===== src/rtl/hwpe_stream_demux_sched_pkg.sv =====
// hwpe_stream_demux_sched_pkg: FSM state encodings and select-width helper for the demux scheduler
package hwpe_stream_demux_sched_pkg;
  localparam logic [1:0] IDLE = 2'd0;
  localparam logic [1:0] RUN  = 2'd1;
  localparam logic [1:0] DONE = 2'd2;
  function automatic int sel_w(input int n);
    return (n > 2) ? $clog2(n) : 1;
  endfunction
endpackage


===== src/rtl/hwpe_stream_demux_sched_next_sel.sv =====
// hwpe_stream_demux_sched_next_sel: next enabled output after sel (wrapping) and lowest enabled output
module hwpe_stream_demux_sched_next_sel #(
  parameter int N  = 2,
  parameter int SW = 1
) (
  input  logic [SW-1:0] sel,
  input  logic [N-1:0]  mask,
  output logic [SW-1:0] nxt,
  output logic [SW-1:0] first
);
  logic [SW-1:0] idx;
  always_comb begin
    nxt = sel;
    first = '0;
    idx = '0;
    for (int k = N; k >= 1; k--) begin
      idx = SW'((int'(sel) + k) % N);
      if (mask[idx]) nxt = idx;
    end
    for (int k = N - 1; k >= 0; k--)
      if (mask[SW'(k)]) first = SW'(k);
  end
endmodule


===== src/rtl/hwpe_stream_demux_sched.sv =====
// hwpe_stream_demux_sched: round-robin burst select sequencer for a static stream demux
// Optional HWPE_STREAM_DEMUX_SCHED_MASK_EN adds out_mask_i to skip disabled outputs.
module hwpe_stream_demux_sched
  import hwpe_stream_demux_sched_pkg::*;
#(
  parameter int NB_OUT_STREAMS = 2,
  parameter int BURST_CNT_W    = 16,
  parameter int JOB_CNT_W      = 16,
  localparam int SEL_W         = sel_w(NB_OUT_STREAMS)
) (
  input  logic                      clk_i,
  input  logic                      rst_i,
  input  logic                      clear_i,
  input  logic                      start_i,
  input  logic [BURST_CNT_W-1:0]    burst_len_i,
  input  logic [JOB_CNT_W-1:0]      nb_bursts_i,
  input  logic                      push_valid_i,
  input  logic                      push_ready_i,
`ifdef HWPE_STREAM_DEMUX_SCHED_MASK_EN
  input  logic [NB_OUT_STREAMS-1:0] out_mask_i,
`endif
  output logic [SEL_W-1:0]          sel_o,
  output logic                      gate_o,
  output logic                      busy_o,
  output logic                      done_o
);
  logic [1:0]                state;
  logic [SEL_W-1:0]          sel_q, nxt, first;
  logic                      gate_q, busy_q, done_q;
  logic [BURST_CNT_W-1:0]    beat_cnt, len_q;
  logic [JOB_CNT_W-1:0]      burst_cnt, nb_q;
  logic [NB_OUT_STREAMS-1:0] mask_q, mask_in, mask_cur;
  logic                      beat, end_burst, last_burst;
`ifdef HWPE_STREAM_DEMUX_SCHED_MASK_EN
  assign mask_in = (|out_mask_i) ? out_mask_i : '1;
`else
  assign mask_in = '1;
`endif
  // in IDLE the select helper sees the incoming mask so the first index is ready at start
  assign mask_cur   = (state == IDLE) ? mask_in : mask_q;
  assign beat       = push_valid_i & push_ready_i & gate_q;
  assign end_burst  = beat_cnt == len_q - BURST_CNT_W'(1);
  assign last_burst = burst_cnt == nb_q - JOB_CNT_W'(1);

  hwpe_stream_demux_sched_next_sel #(.N(NB_OUT_STREAMS), .SW(SEL_W)) u_next_sel (
    .sel   (sel_q),
    .mask  (mask_cur),
    .nxt   (nxt),
    .first (first)
  );

  always_ff @(posedge clk_i) begin
    if (rst_i || clear_i) begin
      state     <= IDLE;
      sel_q     <= '0;
      gate_q    <= 1'b0;
      busy_q    <= 1'b0;
      done_q    <= 1'b0;
      beat_cnt  <= '0;
      burst_cnt <= '0;
      len_q     <= '0;
      nb_q      <= '0;
      mask_q    <= '0;
    end else begin
      done_q <= 1'b0;
      case (state)
        IDLE: if (start_i) begin
          len_q     <= (burst_len_i == '0) ? BURST_CNT_W'(1) : burst_len_i;
          nb_q      <= nb_bursts_i;
          mask_q    <= mask_in;
          beat_cnt  <= '0;
          burst_cnt <= '0;
          sel_q     <= first;
          if (nb_bursts_i != '0) begin
            state  <= RUN;
            gate_q <= 1'b1;
            busy_q <= 1'b1;
          end else begin
            state  <= DONE;
            done_q <= 1'b1;
          end
        end
        RUN: if (beat) begin
          if (end_burst) begin
            beat_cnt  <= '0;
            burst_cnt <= burst_cnt + JOB_CNT_W'(1);
            sel_q     <= nxt;
            if (last_burst) begin
              state  <= DONE;
              gate_q <= 1'b0;
              busy_q <= 1'b0;
              done_q <= 1'b1;
            end
          end else begin
            beat_cnt <= beat_cnt + BURST_CNT_W'(1);
          end
        end
        default: state <= IDLE;
      endcase
    end
  end

  assign sel_o  = sel_q;
  assign gate_o = gate_q;
  assign busy_o = busy_q;
  assign done_o = done_q;
endmodule


===== config.mk =====
export PLATFORM = sky130hd
export DESIGN_NAME = hwpe_stream_demux_sched
export DESIGN_NICKNAME = d
export VERILOG_FILES = /design/src/rtl/hwpe_stream_demux_sched_pkg.sv /design/src/rtl/hwpe_stream_demux_sched_next_sel.sv /design/src/rtl/hwpe_stream_demux_sched.sv
export SDC_FILE = /design/constraint.sdc
export NUM_CORES = 1
export LEC_CHECK = 0
export CORE_ASPECT_RATIO = 1.75
export CORE_MARGIN = 8
export CORE_UTILIZATION = 30
export CTS_CLUSTER_SIZE = 10
export DETAILED_ROUTE_END_ITERATION = 6
export GPL_TIMING_DRIVEN = 0
export MAX_ROUTING_LAYER = met4
export PLACE_DENSITY = 0.59
export SETUP_SLACK_MARGIN = 0.15
export SYNTH_ARGS = -nofsm -noshare
export SYNTH_HDL_FRONTEND = slang
export SYNTH_HIERARCHICAL = 1
export SYNTH_SLANG_ARGS = --single-unit

===== constraint.sdc =====
create_clock -name clk_i -period 3.3 [get_ports clk_i]
set_clock_uncertainty 0.1 [all_clocks]
set_input_delay 0.33 -clock clk_i [delete_from_list [all_inputs] [get_ports clk_i]]
set_output_delay 0.33 -clock clk_i [all_outputs]
set_load 0.01 [all_outputs]

* After elaboration in Yosys (flattened, before gate mapping)
Cells that the tools add are included.
Word-level totals: register bits 70, input bits 38, word-level logic and storage cells 77
Operators by class: add/subtract/negate cells 6, order comparisons 2, eq/ne operators 9, multiplexer cells 38, bitwise gates (word level) 2, reductions and logical operators 11
Operator list (number):
- $mux W16 | 6
- $pmux W16 S2 | 2
- $add A16 B1 Y16 const B | 2
- $eq A16 B16 Y1 | 2
- $sub A16 B1 Y16 const B | 2
- $mux W1 | 20
- $logic_not A16 Y1 | 1
- $reduce_bool A16 Y1 | 1
- $mux W2 | 6
- $ne A2 B2 Y1 const B | 4
- $reduce_and A4 Y1 | 2
- $pmux W1 S2 | 3
- $reduce_and A6 Y1 | 1
- $reduce_and A5 Y1 | 1
- $lt A1 B2 Y1 const B | 2
- $pmux W2 S2 | 1
- $ne A3 B1 Y1 const B | 1
- $reduce_and A3 Y1 | 1
- $add A1 B1 Y1 const B | 2
- $and A1 B1 Y1 | 2
- $eq A2 B1 Y1 const B | 1
- $logic_not A2 Y1 | 1
- $ne A2 B1 Y1 const B | 1
- $reduce_and A2 Y1 | 1
- other kinds (2) | 2

* Longest topological paths before layout
depth after elaboration 9, gate-level depth with buffers 12, gate-level depth less buffers 10

* Cells and area by module
Netlist, hierarchy kept.
By module, submodules not included:
- hwpe_stream_demux_sched | instances 1, cells each 523, area each 4103.9 µm²
- hwpe_stream_demux_sched_next_sel | instances 1, cells each 4, area each 25.0 µm²

* Least setup slack after synthesis
OpenSTA, ideal clock, no wires.
path kind register to register, start point reg len_q[0], end point reg burst_cnt[7], library setup time 0.070 ns, data arrival time 2.789 ns, path slack 0.340 ns, cell stages (with the launch flop) 11, path buffers 0, period minus slack after synthesis 2.960 ns, cells stage by stage dfxtp_1 -> inv_1 -> ha_1 -> or4b_4 -> xnor2_1 -> nor3_1 -> nand4_1 -> a2111oi_4 -> o21ai_4 -> or4_1 -> a21oi_1
On the way: cells in the longest elaborated chain, start to end 4
Ends and longest elaborated chain:
- start: declaration | line hwpe_stream_demux_sched.sv:30 | logic [BURST_CNT_W-1:0] beat_cnt, len_q;
- start signal: assignment | line hwpe_stream_demux_sched.sv:68 | len_q <= (burst_len_i == '0) ? BURST_CNT_W'(1) : burst_len_i;
- $sub A16 B1 Y16 | line hwpe_stream_demux_sched.sv:42 | assign end_burst = beat_cnt == len_q - BURST_CNT_W'(1);
- $eq A16 B16 Y1 | line hwpe_stream_demux_sched.sv:42
- $ne A2 B2 Y1 (no source line)
- $reduce_and A4 Y1 (no source line)
- end signal: assignment | line hwpe_stream_demux_sched.sv:86 | burst_cnt <= burst_cnt + JOB_CNT_W'(1);
- end: declaration | line hwpe_stream_demux_sched.sv:31 | logic [JOB_CNT_W-1:0] burst_cnt, nb_q;
Every way passes these cells. A chain may end at the register's enable or synchronous reset.

* Worst setup path after layout
start point reg len_q[0], end point reg burst_cnt[5]
Same word-level chain as after synthesis.

==> impl_metrics.toml <==
[place]
gp_congestion = 0.874
place_hpwl_um = 9520
place_ws_ps = -234
place_area_mm2 = 0.00476
dp.cells = 742
place.port_buffers = 41

[sta]
fin_crit_ps = 3040
setup_tns_ps = 0
whs_ps = 385
setup_ws_ps = 259
relSlewSlack = 0.334
slew_violations = 0
fin_crit_sh = 0.921
max_clock_freq_ghz = 0.329
finalHoldViolCount = 0
rsz0062_at_grt = "yes"
worstMarginPinSlew_ps = 991
setup_violations = 0

[global_route]
antenna_found_initial = 0
grt_max_degree = 12
grt-ovfl-total = 0
track_usage = 0.141
grt_pass1_vias = 4032
grt_pass1_wl_um = 19500

[clocking]
cts_tree = "yes"
worstSkewPairLatency_ps = 330
hold_buffers = 0
max-clock-path-buffers = 2
path_clk_slew_ps = 50
cts_buffers = 9
cts.htree.levels = 3
clock-sinks = 70
root_buffer = "clkbuf_16"

[yosys]
yosysTopAreaCellShare = 0.339
synth_cell_types = 65
syn-mean-instance-area_um2 = 7.83
synth.yosys.seq_area_share = 0.339
synth_edf_count = 0
syn_nets = 569
synth_area_leaders = "dfxtp_1, nand2_1, xnor2_1"
ys.warnings.count = 6
synth_largest_area_cell = "dfxtp_1"
synth_area_mm2 = 0.00413
synth_seq_cells = 70
synthCells = 527
synth_flop_cell = "dfxtp_1"
synth-async-reset-ratio = 0

[worst_setup_path]
path_max_fanout = 8
timing.reg2reg.setup_slack_ps = 260
critical_path_class = "register to register"
arrival_ps = 3210
crit_required_ps = 3470
reg2reg_from = "len_q[0]$_SDFFE_PP0P_"
path_delay_family = "simple AND/OR/NAND/NOR gates"
reg2reg_depth = 10
cpMostUsedCell = "or3_1"
critPathSlowestCell = "or4_1"
crit_chain = "or3_1 -> buf_2 -> or3_1 -> o31ai_1 -> o21ai_1 -> a2111oi_4 -> buf_6 -> o21ai_4 -> or4_1 -> a21oi_1"
crit_path_end_kind = "register"
r2r_end = "burst_cnt[5]$_SDFFE_PP0P_"
max_stage_delay_ps = 520
start_kind = "register"
worst-path-buf-inv = 2

[detailed_routing]
viasPerCell = 5.26
ant_nets = 0
first_pass_iters = 4
vias = 4042
drc = 0
drt_iter0_markers = 160
drt_wl_total_um = 12500
wl_per_cell_um = 16.2

[hold_path]
min_path_type = "register to register"
hold_depth = 2
worstHoldStart = "nb_q[15]$_SDFFE_PP0P_"
hold_end = "nb_q[15]$_SDFFE_PP0P_"

[layout]
fin_cells = 769
fill_cells = 1403
fin_util = 0.392
synthToLayoutAreaGrowth_pct = 27.8
layout_common_cells = "nand2_1, dfxtp_1, a21oi_1"
drive_gt1_frac = 0.124
nets = 634
final_cell_area_mm2 = 0.00528
final_common_cell = "nand2_1"
diodes = 0

[floorplanning]
row_count = 56
initial_core_util = 0.307
die_w_um = 105
io_pins = 42
core_mm2 = 0.0135
die_area_mm2 = 0.0179
die_y_um = 171

[power]
p_leak_nw = 1.77
max-vdd-ir-drop_mv = 0.250
power.total_mw = 2.13
power_density_mw_per_mm2 = 404

[flow_run]
cap_violations = 0

[status]
status = "complete, no violations"
## how the worst max path moves through the flow
stage,slack (ps),to,depth (start not counted),startpoint
after floorplan,340,burst_cnt[7]$_SDFFE_PP0P_,10,len_q[0]$_SDFFE_PP0P_
after global routing,90,burst_cnt[15]$_SDFFE_PP0P_,11,len_q[1]$_SDFFE_PP0P_
after detailed placement,-230,beat_cnt[0]$_SDFFE_PP0P_,12,len_q[0]$_SDFFE_PP0P_
after CTS,190,burst_cnt[7]$_SDFFE_PP0P_,11,len_q[0]$_SDFFE_PP0P_
after global placement,-230,beat_cnt[7]$_SDFFE_PP0P_,12,len_q[0]$_SDFFE_PP0P_
final,260,burst_cnt[5]$_SDFFE_PP0P_,10,len_q[0]$_SDFFE_PP0P_
## Yosys cell counts (all sizes together), types with 5 or more instances
cell type and instances:
a21oi 52, and3 5, buf 11, clkbuf 21, dfxtp 70, inv 14, nand2 83, nand3 18
nand4 12, nor2 39, nor2b 5, nor3 14, nor4 18, o21ai 14, o31ai 9, or2 5
or3 9, or4 12, xnor2 33, xor2 20
## cell type report
type,count,area (um^2),area share
plain buffers,32,164,0.0310
multi-input cells,412,2660,0.504
clock buffers,10,239,0.0453
inverters,14,55.1,0.0104
clock inverters,4,25.0,0.00474
well taps,174,218,0.0412
flip-flops and latches,70,1410,0.267
repair buffers,53,509,0.0965
## per-layer routing
metal	part of all wire	up-vias	routed length, um	global-route usage
met2	0.56	78	6990	0.273
met4	0.046	0	573	0.0818
li1	-	2010	-	-
met1	0.37	1916	4620	0.123
met5	0	-	0	-
met3	0.024	38	301	0.0288
## state kept, by name (all words and copies together) (netlist names)
signal	count
nb_q	16
burst_cnt	16
busy_o	1
sel_o	1
len_q	16
beat_cnt	16
state	2
mask_q	1
done_o	1
## timing repair
action / 4_1_cts / 5_1_grt
gates cloned: 1 / 1
setup endpoints to repair: 34 / 30
pin swaps: 3 / 15
resized for setup: 7 / 37
setup buffers: 2 / 9
## cells by family after synthesis
| group | share of synthesized area |
|---|---|
| flops | 0.339 |
| other cells | 0.000908 |
| simple gates | 0.302 |
| mux | 0.0124 |
| fa+ha+maj | 0.0121 |
| buf+inv | 0.0503 |
| xor+xnor | 0.112 |
| compound gates | 0.171 |
## power by group
part / internal, mW / switching [mW]
Clock: 0.517 / 0.358
Sequential: 0.861 / 0.0232
Combinational: 0.176 / 0.195
Total: 1.55 / 0.576
## tightest hold or removal path: stages (launching register included)
cell	delay (ps)
dfxtp_1	320
nand2_1	60
a21oi_1	60
No activity file was read; power rests on OpenSTA's default activity.
==> variant (same settings) <==
Build with the macro `HWPE_STREAM_DEMUX_SCHED_MASK_EN` defined.
--- a/src/rtl/hwpe_stream_demux_sched.sv
+++ b/src/rtl/hwpe_stream_demux_sched.sv
@@ -2,2 +2,4 @@
 // Optional HWPE_STREAM_DEMUX_SCHED_MASK_EN adds out_mask_i to skip disabled outputs.
+`define HWPE_STREAM_DEMUX_SCHED_MASK_EN
+
 module hwpe_stream_demux_sched
Interface: changed (added out_mask_i); port bits go from 42 to 44. No check against the original RTL was run, so the function may have changed too.
==> variant against the original RTL <==
- wire length grew 7.5%
- area after synthesis grew 1.5%
- critical endpoint is now burst_cnt[11]$_SDFFE_PP0P_
- core utilization grew 0.066 points
- count of clock-buffer cells in the layout shrank 1
- power grew 3.8%
- die area grew 1.3%
- sequential cell count grew 1
- largest cell class unchanged
- clock power grew 4.0%
- worst setup slack lost 0.12 ns
- cell area grew 2.5%
==> variant: results (changes against the original RTL) <==
Drt:
- The met2 wire length is 7.46 mm (was 6.99 mm).
- The routed via count divided by cell count is 5.32 (was 5.26).
- The routed length on met3 is 394 um (was 301 um).
- The average wire length per cell after detail routing came to 17.2 um (was 16.2 um).
- The initial detailed-routing violation count is 190 (was 160).

Global routing:
- The met3 routing resource usage after global routing is 2.65% (was 2.88%).
- The global-route wire length before repair is 21.1 mm (was 19.5 mm).
- The largest net degree at the start of global routing is 14 (was 12).

Place:
- The count of placed standard cells including taps was 752 (was 742).
- The number of port buffers is 43 (was 41).
- The minimum setup slack after placement is -0.278 ns (was -0.234 ns).
- The weighted congestion at the end of routability-driven global placement came to 0.906 (was 0.874).

Layout:
- The number of nets in the final layout is 644 (was 634).
- The number of non-filler instances in the completed layout is 782 (was 769).
- The proportion of layout cells with a drive suffix above 1 is 15.5% (was 12.4%).

Run status:
- Result of the run: completed (unchanged).

Yosys:
- The per-instance average area after synthesis came to 7.87 um^2 (was 7.83 um^2).
- The XOR/XNOR share of the synthesized area is 10.5% (was 11.2%).
- The post-synthesis mux area share came to 1.73% (was 1.24%).
- The post-synthesis compound-gate area fraction is 16.5% (was 17.1%).
- Leading post-synthesis cells by cell area: sky130_fd_sc_hd__dfxtp_1 34%, sky130_fd_sc_hd__nand2_1 7.9%, sky130_fd_sc_hd__xnor2_1 6.7% (was sky130_fd_sc_hd__dfxtp_1 34%, sky130_fd_sc_hd__nand2_1 7.5%, sky130_fd_sc_hd__xnor2_1 7.0%).
- The net count after synthesis was 576 (was 569).

Setup path:
- The slack of the worst reg-to-reg path is 0.14 ns (was 0.26 ns).
- The data arrival at the endpoint of the critical path is 3.32 ns (was 3.21 ns).
- The number of cell instances on the worst register-to-register path is 13 (was 10).

Clocking:
- The number of cells upsized or downsized after cts is 26 (was 7).
- The number of buffers added for setup after CTS was 12 (was 2).

STA:
- The share of the cycle needed by the critical path after routing was 95.7% (was 92.1%).

Power:
- The maximum resistive drop on vdd is 0.264 mV (was 0.250 mV).
- The static leakage is 1.81 nW (was 1.77 nW).
- The switching share of total power is 28.8% (was 27.0%).

Hold path:
- The source of the worst hold timing path is len_q[15]$_SDFFE_PP0P_ (was nb_q[15]$_SDFFE_PP0P_).
[variant: cell type report]
type | count | area (um^2)
fillers | 1395 | 8350
multi-input cells | 420 | 2740
flip-flops and latches | 71 | 1430
repair buffers | 56 | 532
clock buffers | 9 | 225
well taps | 177 | 221
plain buffers | 29 | 163
inverters | 13 | 51.3
clock inverters | 7 | 50.0
[variant: worst max-delay path, stage by stage (launching register included)]
cell and delay, ns:
sky130_fd_sc_hd__dfxtp_4 0.35, sky130_fd_sc_hd__inv_4 0.06, sky130_fd_sc_hd__ha_4 0.12, sky130_fd_sc_hd__buf_6 0.09
sky130_fd_sc_hd__nor4b_4 0.17, sky130_fd_sc_hd__buf_4 0.18, sky130_fd_sc_hd__nand4b_4 0.14, sky130_fd_sc_hd__and4bb_1 0.31
sky130_fd_sc_hd__a311oi_2 0.06, sky130_fd_sc_hd__a2111o_1 0.53, sky130_fd_sc_hd__o21a_4 0.27, sky130_fd_sc_hd__buf_6 0.12
sky130_fd_sc_hd__or4b_1 0.45, sky130_fd_sc_hd__a21oi_1 0.12
[variant: power groups by stage]
stage | logic, W | clock network [W] | registers, W
3_5_place_dp | 0.000354 | 0 | 0.000918
4_1_cts | 0.000384 | 0.000924 | 0.000897
5_1_grt | 0.000439 | 0.000957 | 0.000900
2_1_floorplan | 0.000227 | 0 | 0.000911
6_report | 0.000403 | 0.000910 | 0.000898
3_3_place_gp | 0.000345 | 0 | 0.000918
[variant: metrics by stage]
step | hold slack, ns | utilization [%] | area (um^2)
after detailed placement | 0.363 | 35.2 | 4840
after global routing | 0.396 | 39.3 | 5410
final | 0.367 | 39.3 | 5410
after CTS | 0.371 | 38.5 | 5310
after global placement | 0.359 | 35.2 | 4840
after floorplan | 0.349 | - | 4190
